[config.mk]
export PLATFORM = sky130hd
export DESIGN_NAME = alu_issue_stage
export DESIGN_NICKNAME = d
export VERILOG_FILES = /design/src/rtl/alu_issue_stage.sv
export SDC_FILE = /design/constraint.sdc
export NUM_CORES = 1
export LEC_CHECK = 0
export ABC_AREA = 1
export CORE_MARGIN = 1
export CORE_UTILIZATION = 44
export DETAILED_ROUTE_END_ITERATION = 8
export PLACE_DENSITY = 0.82
export SYNTH_ARGS = -nofsm -noshare
export SYNTH_HDL_FRONTEND = slang
export SYNTH_SLANG_ARGS = --single-unit
[constraint.sdc]
create_clock -name Clk -period 2 [get_ports Clk]
set_input_delay 0.6 -clock Clk [delete_from_list [all_inputs] [get_ports Clk]]
set_output_delay 0.6 -clock Clk [all_outputs]
set_load 0.02 [all_outputs]
[src/rtl/alu_issue_stage.sv]
// alu_issue_stage: EX-stage decode/issue to an external ALU with EX/MEM result register and branch resolve
module alu_issue_stage (
    input  logic        Clk,
    input  logic        Rst_n,
    input  logic        in_valid,
    output logic        in_ready,
    input  logic [5:0]  in_opcode,
    input  logic [5:0]  in_funct,
    input  logic [4:0]  in_rt,
    input  logic [4:0]  in_rd,
    input  logic [4:0]  in_shamt,
    input  logic [15:0] in_imm,
    input  logic [31:0] in_rs_val,
    input  logic [31:0] in_rt_val,
    input  logic        flush,
    output logic [5:0]  alu_ctl,
    output logic [31:0] alu_a,
    output logic [31:0] alu_b,
    input  logic [31:0] alu_result,
    input  logic        alu_zero,
    output logic        out_valid,
    input  logic        out_ready,
    output logic [31:0] out_result,
    output logic [4:0]  out_rd,
    output logic        out_br_taken,
    output logic        out_illegal
);
    localparam logic [5:0] C_ADD = 6'b100000;
    localparam logic [5:0] C_SUB = 6'b100010;
    localparam logic [5:0] C_MUL = 6'b011000;
    localparam logic [5:0] C_AND = 6'b100100;
    localparam logic [5:0] C_OR  = 6'b100101;
    localparam logic [5:0] C_XOR = 6'b100110;
    localparam logic [3:0] K_NONE = 4'd0;
    localparam logic [3:0] K_SLT  = 4'd1;
    localparam logic [3:0] K_BEQ  = 4'd2;
    localparam logic [3:0] K_BNE  = 4'd3;
    localparam logic [3:0] K_BLTZ = 4'd4;
    localparam logic [3:0] K_BGEZ = 4'd5;
    localparam logic [3:0] K_BGTZ = 4'd6;
    localparam logic [3:0] K_BLEZ = 4'd7;
    localparam logic [3:0] K_ILL  = 4'd8;
    logic        ex_valid_q, ex_valid_d, out_valid_q, out_valid_d;
    logic [5:0]  ctl_q, ctl_d, dec_ctl;
    logic [31:0] a_q, a_d, b_q, b_d, dec_a, dec_b;
    logic [4:0]  rd_q, rd_d, out_rd_q, out_rd_d;
    logic [3:0]  kind_q, kind_d, dec_kind;
    logic [31:0] out_result_q, out_result_d, res_fix;
    logic        out_br_q, out_br_d, out_ill_q, out_ill_d;
    logic        ex_adv, accept, move, ovf, br;
    logic [31:0] sext, zext;
    assign sext = {{16{in_imm[15]}}, in_imm};
    assign zext = {16'b0, in_imm};
    always_comb begin
        dec_ctl  = C_ADD;
        dec_a    = in_rs_val;
        dec_b    = sext;
        dec_kind = K_NONE;
        case (in_opcode)
            6'b000000: case (in_funct)
                6'b100000, 6'b100010, 6'b100100, 6'b100101, 6'b100111, 6'b100110: begin
                    dec_ctl = in_funct;
                    dec_b   = in_rt_val;
                end
                6'b101010: begin
                    dec_ctl  = C_SUB;
                    dec_b    = in_rt_val;
                    dec_kind = K_SLT;
                end
                6'b000000, 6'b000010: begin
                    dec_ctl = in_funct;
                    dec_a   = in_rt_val;
                    dec_b   = {27'b0, in_shamt};
                end
                default: dec_kind = K_ILL;
            endcase
            6'b011100: begin
                dec_ctl  = C_MUL;
                dec_b    = in_rt_val;
                dec_kind = (in_funct == 6'b000010) ? K_NONE : K_ILL;
            end
            6'b001000, 6'b100011, 6'b101011, 6'b100000, 6'b100001, 6'b101000, 6'b101001: dec_ctl = C_ADD;
            6'b001010: begin
                dec_ctl  = C_SUB;
                dec_kind = K_SLT;
            end
            6'b001100: begin
                dec_ctl = C_AND;
                dec_b   = zext;
            end
            6'b001101: begin
                dec_ctl = C_OR;
                dec_b   = zext;
            end
            6'b001110: begin
                dec_ctl = C_XOR;
                dec_b   = zext;
            end
            6'b000100, 6'b000101: begin
                dec_ctl  = C_SUB;
                dec_b    = in_rt_val;
                dec_kind = in_opcode[0] ? K_BNE : K_BEQ;
            end
            6'b000110, 6'b000111: begin
                dec_ctl  = C_SUB;
                dec_b    = '0;
                dec_kind = in_opcode[0] ? K_BGTZ : K_BLEZ;
            end
            6'b000001: begin
                dec_ctl  = C_SUB;
                dec_b    = '0;
                dec_kind = (in_rt == 5'd0) ? K_BLTZ : (in_rt == 5'd1) ? K_BGEZ : K_ILL;
            end
            default: dec_kind = K_ILL;
        endcase
        if (dec_kind == K_ILL) begin
            dec_ctl = C_ADD;
            dec_a   = '0;
            dec_b   = '0;
        end
    end
    always_comb begin
        ex_adv   = ex_valid_q & (~out_valid_q | out_ready);
        in_ready = ~ex_valid_q | ex_adv;
        accept   = in_valid & in_ready & ~flush;
        move     = ex_adv & ~flush;
        ovf      = (a_q[31] != b_q[31]) & (alu_result[31] != a_q[31]);
        res_fix  = (kind_q == K_SLT) ? {31'b0, alu_result[31] ^ ovf} : alu_result;
        br       = (kind_q == K_BEQ  &  alu_zero) |
                   (kind_q == K_BNE  & ~alu_zero) |
                   (kind_q == K_BLTZ &  alu_result[31]) |
                   (kind_q == K_BGEZ & ~alu_result[31]) |
                   (kind_q == K_BGTZ & ~alu_result[31] & ~alu_zero) |
                   (kind_q == K_BLEZ & (alu_result[31] | alu_zero));
        ex_valid_d   = accept | (ex_valid_q & ~ex_adv & ~flush);
        ctl_d        = accept ? dec_ctl : ctl_q;
        a_d          = accept ? dec_a : a_q;
        b_d          = accept ? dec_b : b_q;
        rd_d         = accept ? in_rd : rd_q;
        kind_d       = accept ? dec_kind : kind_q;
        out_valid_d  = move | (out_valid_q & ~out_ready);
        out_result_d = move ? res_fix : out_result_q;
        out_rd_d     = move ? rd_q : out_rd_q;
        out_br_d     = move ? br : out_br_q;
        out_ill_d    = move ? (kind_q == K_ILL) : out_ill_q;
    end
    always_ff @(posedge Clk or negedge Rst_n) begin
        if (!Rst_n) begin
            ex_valid_q   <= 1'b0;
            ctl_q        <= '0;
            a_q          <= '0;
            b_q          <= '0;
            rd_q         <= '0;
            kind_q       <= K_NONE;
            out_valid_q  <= 1'b0;
            out_result_q <= '0;
            out_rd_q     <= '0;
            out_br_q     <= 1'b0;
            out_ill_q    <= 1'b0;
        end else begin
            ex_valid_q   <= ex_valid_d;
            ctl_q        <= ctl_d;
            a_q          <= a_d;
            b_q          <= b_d;
            rd_q         <= rd_d;
            kind_q       <= kind_d;
            out_valid_q  <= out_valid_d;
            out_result_q <= out_result_d;
            out_rd_q     <= out_rd_d;
            out_br_q     <= out_br_d;
            out_ill_q    <= out_ill_d;
        end
    end
    assign alu_ctl      = ctl_q;
    assign alu_a        = a_q;
    assign alu_b        = b_q;
    assign out_valid    = out_valid_q;
    assign out_result   = out_result_q;
    assign out_rd       = out_rd_q;
    assign out_br_taken = out_br_q;
    assign out_illegal  = out_ill_q;
endmodule

* Yosys cells after proc, flatten, opt, wreduce, memory -nomap -nowiden
Cells that the tools add are included. Widths: inputs -> output; s select.
Cells by class: reductions and logical operators 13, bitwise logic cells 33, equal/unequal tests 37, multiplexer cells 17
Operator list (count):
- $mux 32 | 5
- $pmux 32 s4 | 1
- $eq 6x6->1 const B | 13
- $pmux 32 s2 | 1
- $pmux 6 s6 | 1
- $eq 6x4->1 const B | 5
- $pmux 4 s7 | 1
- $eq 6x3->1 const B | 4
- $eq 4x3->1 const B | 4
- $and 1x1->1 | 15
- $logic_not 6->1 | 2
- $mux 4 | 3
- $pmux 6 s2 | 1
- $or 1x1->1 | 10
- $reduce_or 10->1 | 1
- $reduce_or 3->1 | 3
- $eq 4x2->1 const B | 2
- $eq 4x4->1 const B | 2
- $pmux 4 s2 | 1
- $reduce_or 8->1 | 1
- $not 1->1 | 7
- $reduce_or 7->1 | 1
- $eq 6x1->1 const B | 1
- $eq 6x2->1 const B | 1
- other kinds (10) | 14
Storage, ports and cells: logic and storage cells 111, flip-flop bits (word level) 120, output and inout port bits 111, input bits 145

* Longest topological paths before layout
Gate-level depths: netlist of run 1.
word-level depth 7, gate-level depth with buffers 13, mapped depth without buffers 11

* Worst setup path after synthesis of run 1
Ideal clock, no wire load.
path type in2reg, from input out_ready, to register a_q[16] (netlist: alu_a[16]), setup time 0.117 ns, data arrival time 1.766 ns, setup slack 0.118 ns, data required time 1.883 ns, path buffers 2, stages 10, path through nor2_1 nand2_1 nand3_1 inv_1 nand3_4 inv_2 buf_6 buf_6 nand2_1 nand2_1
Between the ends: longest elaborated chain between the ends 5
RTL lines:
- from (decl) | line 22 | input logic out_ready,
- $or 1x1->1 | line 123 | ex_adv = ex_valid_q & (~out_valid_q | out_ready);
- $and 1x1->1 | line 123
- $or 1x1->1 | line 124 | in_ready = ~ex_valid_q | ex_adv;
- named net in_ready | line 6 | output logic in_ready,
- $and 1x1->1 (2 in a row) | line 125 | accept = in_valid & in_ready & ~flush;
- to (signal assigned) | line 151 | a_q <= '0;
- to (signal assigned) | line 163 | a_q <= a_d;
- to (decl) | line 45 | logic [31:0] a_q, a_d, b_q, b_d, dec_a, dec_b;
The timed path passes the listed nets, and every way through them passes these cells. A chain may end at the register's enable or synchronous reset.

* Final worst setup path of run 1
from register out_result_q[3] (netlist: out_result[3]), to output out_result[3]
RTL lines:
- from (decl) | line 48 | logic [31:0] out_result_q, out_result_d, res_fix;
- from (signal assigned) | line 168 | out_result_q <= out_result_d;
- to (decl) | line 23 | output logic [31:0] out_result,
No word-level cell between the ends.

==> results.yml, run 1 <==
setup_path:
  required_ps: 1400
  reg2reg_slack_ps: 320
  endpoint: "out_result[3]"
  crit_type: "reg -> out"
  crit_slowest_cell: "clkdlybuf4s50_1"
  worst_setup_path_end_kind: "output pin"
  reg2reg_depth: 12
  rr_startpoint: "out_valid"
  r2r-end: "alu_b[19]"
  path_max_fanout: 2
  cp.depth: 1
  startpoint: "out_result[3]"
  worstPathCellList: "clkdlybuf4s50_1"
  critPathLaunchType: "flip-flop"
  path_delay_family: "buffers and inverters"
  cp.arrival_ps: 1370
  slowest_delay_ps: 600
  cp_num_buf_inv: 1
grt:
  grt_max_degree: 48
  grt.total_usage: 0.285
  overflow: 0
  antenna_found_initial: 0
  grt_pass1_wl_um: 31900
  grt_pass1_vias: 6354
finish:
  final_core_util: 0.753
  drive_gt1_frac: 0.130
  final_nets: 1309
  layout_common_cells: "nand2_1 (446), clkdlybuf4s50_1 (141), dfrtp_1 (120), o21ai_0 (69), dlymetal6s2s_1 (69)"
  layout.cells.non_filler: 1357
  multi_input_area_um2: 2860
  n_fill_cell: 1008
  diodes: 0
  synthToLayoutAreaGrowth_pct: 67.5
  regArea_um2: 3000
  final_common_cell: "nand2_1"
detailed_routing:
  avgViaCountPerCell: 5.04
  drc: 0
  drt-initial-drc-count: 542
  drtPass1Iterations: 5
  wire_per_inst_um: 15.7
  drtAntennaViolNets: 0
  wirelength_um: 21300
  vias: 6840
clock_network:
  clock_path_buffers: 2
  worstSkewPairLatency_ps: 410
  cts.sinks: 120
  cts_tree: "yes"
  clk_pin_slew_worst_paths_ps: 60
  h-tree-depth: 4
  root_buffer: "clkbuf_16"
  ctsHoldBuffers: 0
  numCtsBuffers: 17
placed_design:
  place.gp.congestion: 0.881
  port_buffers: 255
  dp_hpwl_um: 15200
  dp.cells: 1316
synthesis:
  syn-num-nets: 1001
  synth_ff_type: "dfrtp_1"
  ys_seq_area_frac: 0.483
  syn_area_um2: 6210
  synth.distinct_cells: 34
  ys_ff_latch: 120
  async_flop_share: 1.00
  syn_inst: 856
  yosys_warnings: 0
  synth_edf_count: 0
  synth_area_per_cell_um2: 7.26
floorplan:
  io_pins: 256
  die_area_um2: 14600
  die_h_um: 121
  start_util: 0.449
  fp.coreArea_um2: 13800
  fp.dieW_um: 121
  rows: 43
pwr:
  ir_drop_mv: 0.541
  powerDensity_nw_per_um2: 819
  p_leak_nw: 6.19
timing:
  finalSetupViolCount: 0
  period_share: 0.984
  fin_skew_ps: 6.60
  finalWorstPathRequiredPeriod_ps: 1970
  hold_viol: 0
  tightestPinTransition_ps: 422
  fmax_ghz: 0.508
  worst_hold_slack_ps: 126
  slew_headroom: 0.718
  maxSlewViolCount: 0
outcome:
  status: "finished clean"
flow_run:
  drv_cap: 0
min_path:
  hold_path.class: "in -> async"
layout make-up:
cell class / count / area share
inverter: 57 / 0.0213
multi-input combinational: 639 / 0.275
timing repair buffer: 329 / 0.330
clock inverter: 14 / 0.0212
tap: 180 / 0.0216
clock buffer: 18 / 0.0422
sequential: 120 / 0.289
state kept, by name, indices dropped and copies added, names as in the netlist:
register	cells
alu_a	32
alu_b	32
alu_ctl	6
ex_valid_q	1
kind_q	4
out_br_taken	1
out_illegal	1
out_rd	5
out_result	32
out_valid	1
rd_q	5
cells in the mapped netlist, types with 2 or more instances:
| library cell | n | share of area |
|---|---|---|
| nand2_1 | 452 | 0.27 |
| nand3_4 | 3 | 0.0085 |
| o211ai_1 | 16 | 0.019 |
| a21oi_1 | 9 | 0.0073 |
| dfrtp_1 | 120 | 0.48 |
| inv_1 | 50 | 0.030 |
| inv_2 | 6 | 0.0036 |
| nand4_1 | 3 | 0.0030 |
| nor2_4 | 3 | 0.0054 |
| buf_6 | 2 | 0.0036 |
| nand2_2 | 3 | 0.0030 |
| nand3b_4 | 2 | 0.0064 |
| nand3b_1 | 2 | 0.0024 |
| nor2_2 | 7 | 0.0070 |
| nand3_1 | 28 | 0.023 |
| buf_2 | 11 | 0.0089 |
| nor2_1 | 26 | 0.016 |
| clkbuf_1 | 24 | 0.015 |
| buf_4 | 2 | 0.0024 |
| nand3_2 | 2 | 0.0032 |
| o21ai_0 | 72 | 0.058 |
stage by stage:
step                instance area, µm²  TNS (ps)  power [mW]  worst slack [ps]
finish                           10400         0        8.53              31.7
global placement                  9470    -26470        5.16              -451
CTS                              10100     -5.70        8.58             -5.70
floorplan                         6210         0        3.92               118
detailed placement                9470    -30500        5.22              -468
global route                     10400     -9.13        8.87             -9.13
worst min path at each step:
stage,to,cells after the start,slack (ps),startpoint
after detailed placement,alu_a[26],2,460,alu_a[26]
after CTS,out_rd[1],1,120,Rst_n
after global placement,alu_b[13],2,460,alu_b[13]
after global routing,rd_q[3],1,130,Rst_n
after floorplan,alu_a[0],0,300,Rst_n
final,out_result[4],1,130,Rst_n
report_power, final:
| part | switching (mW) | internal, mW | total [mW] |
|---|---|---|---|
| combinational | 1.13 | 0.995 | 2.13 |
| sequential | 0.194 | 2.78 | 2.97 |
| clock | 1.18 | 2.25 | 3.43 |
repair_timing:
item | 4_1_cts | 5_1_grt
gates resized for setup | 50 | 90
cloned | 0 | 2
buffers inserted | 0 | 7
pin swaps | 2 | 8
setup endpoints to repair | 72 | 127
layer usage:
metal / up-vias / global-route usage / wire, µm
met1: 3170 / 0.357 / 8770
li1: 3300 / - / -
met4: 0 / 0.130 / 528
met2: 327 / 0.461 / 10400
met5: - / 0 / 0
met3: 43 / 0.0708 / 1620
cells by family after synthesis:
group,after synthesis,synth area share
buffers and inverters,97,0.0667
AOI/OAI and AO/OA,103,0.0920
and+or+nand+nor,535,0.356
xor gates and xnor gates,1,0.00141
DFF,120,0.483
No activity file was read; power rests on OpenSTA's default activity.
==> run 2: changes to the inputs <==
--- a/config.mk
+++ b/config.mk
@@ -6,8 +6,8 @@
 export NUM_CORES = 1
 export LEC_CHECK = 0
 export ABC_AREA = 1
-export CORE_MARGIN = 1
 export CORE_UTILIZATION = 44
+export CTS_CLUSTER_SIZE = 20
 export DETAILED_ROUTE_END_ITERATION = 8
 export PLACE_DENSITY = 0.82
 export SYNTH_ARGS = -nofsm -noshare
==> results of run 2 <==
The final DEF is identical to that of run 1; final timing and power are the same.
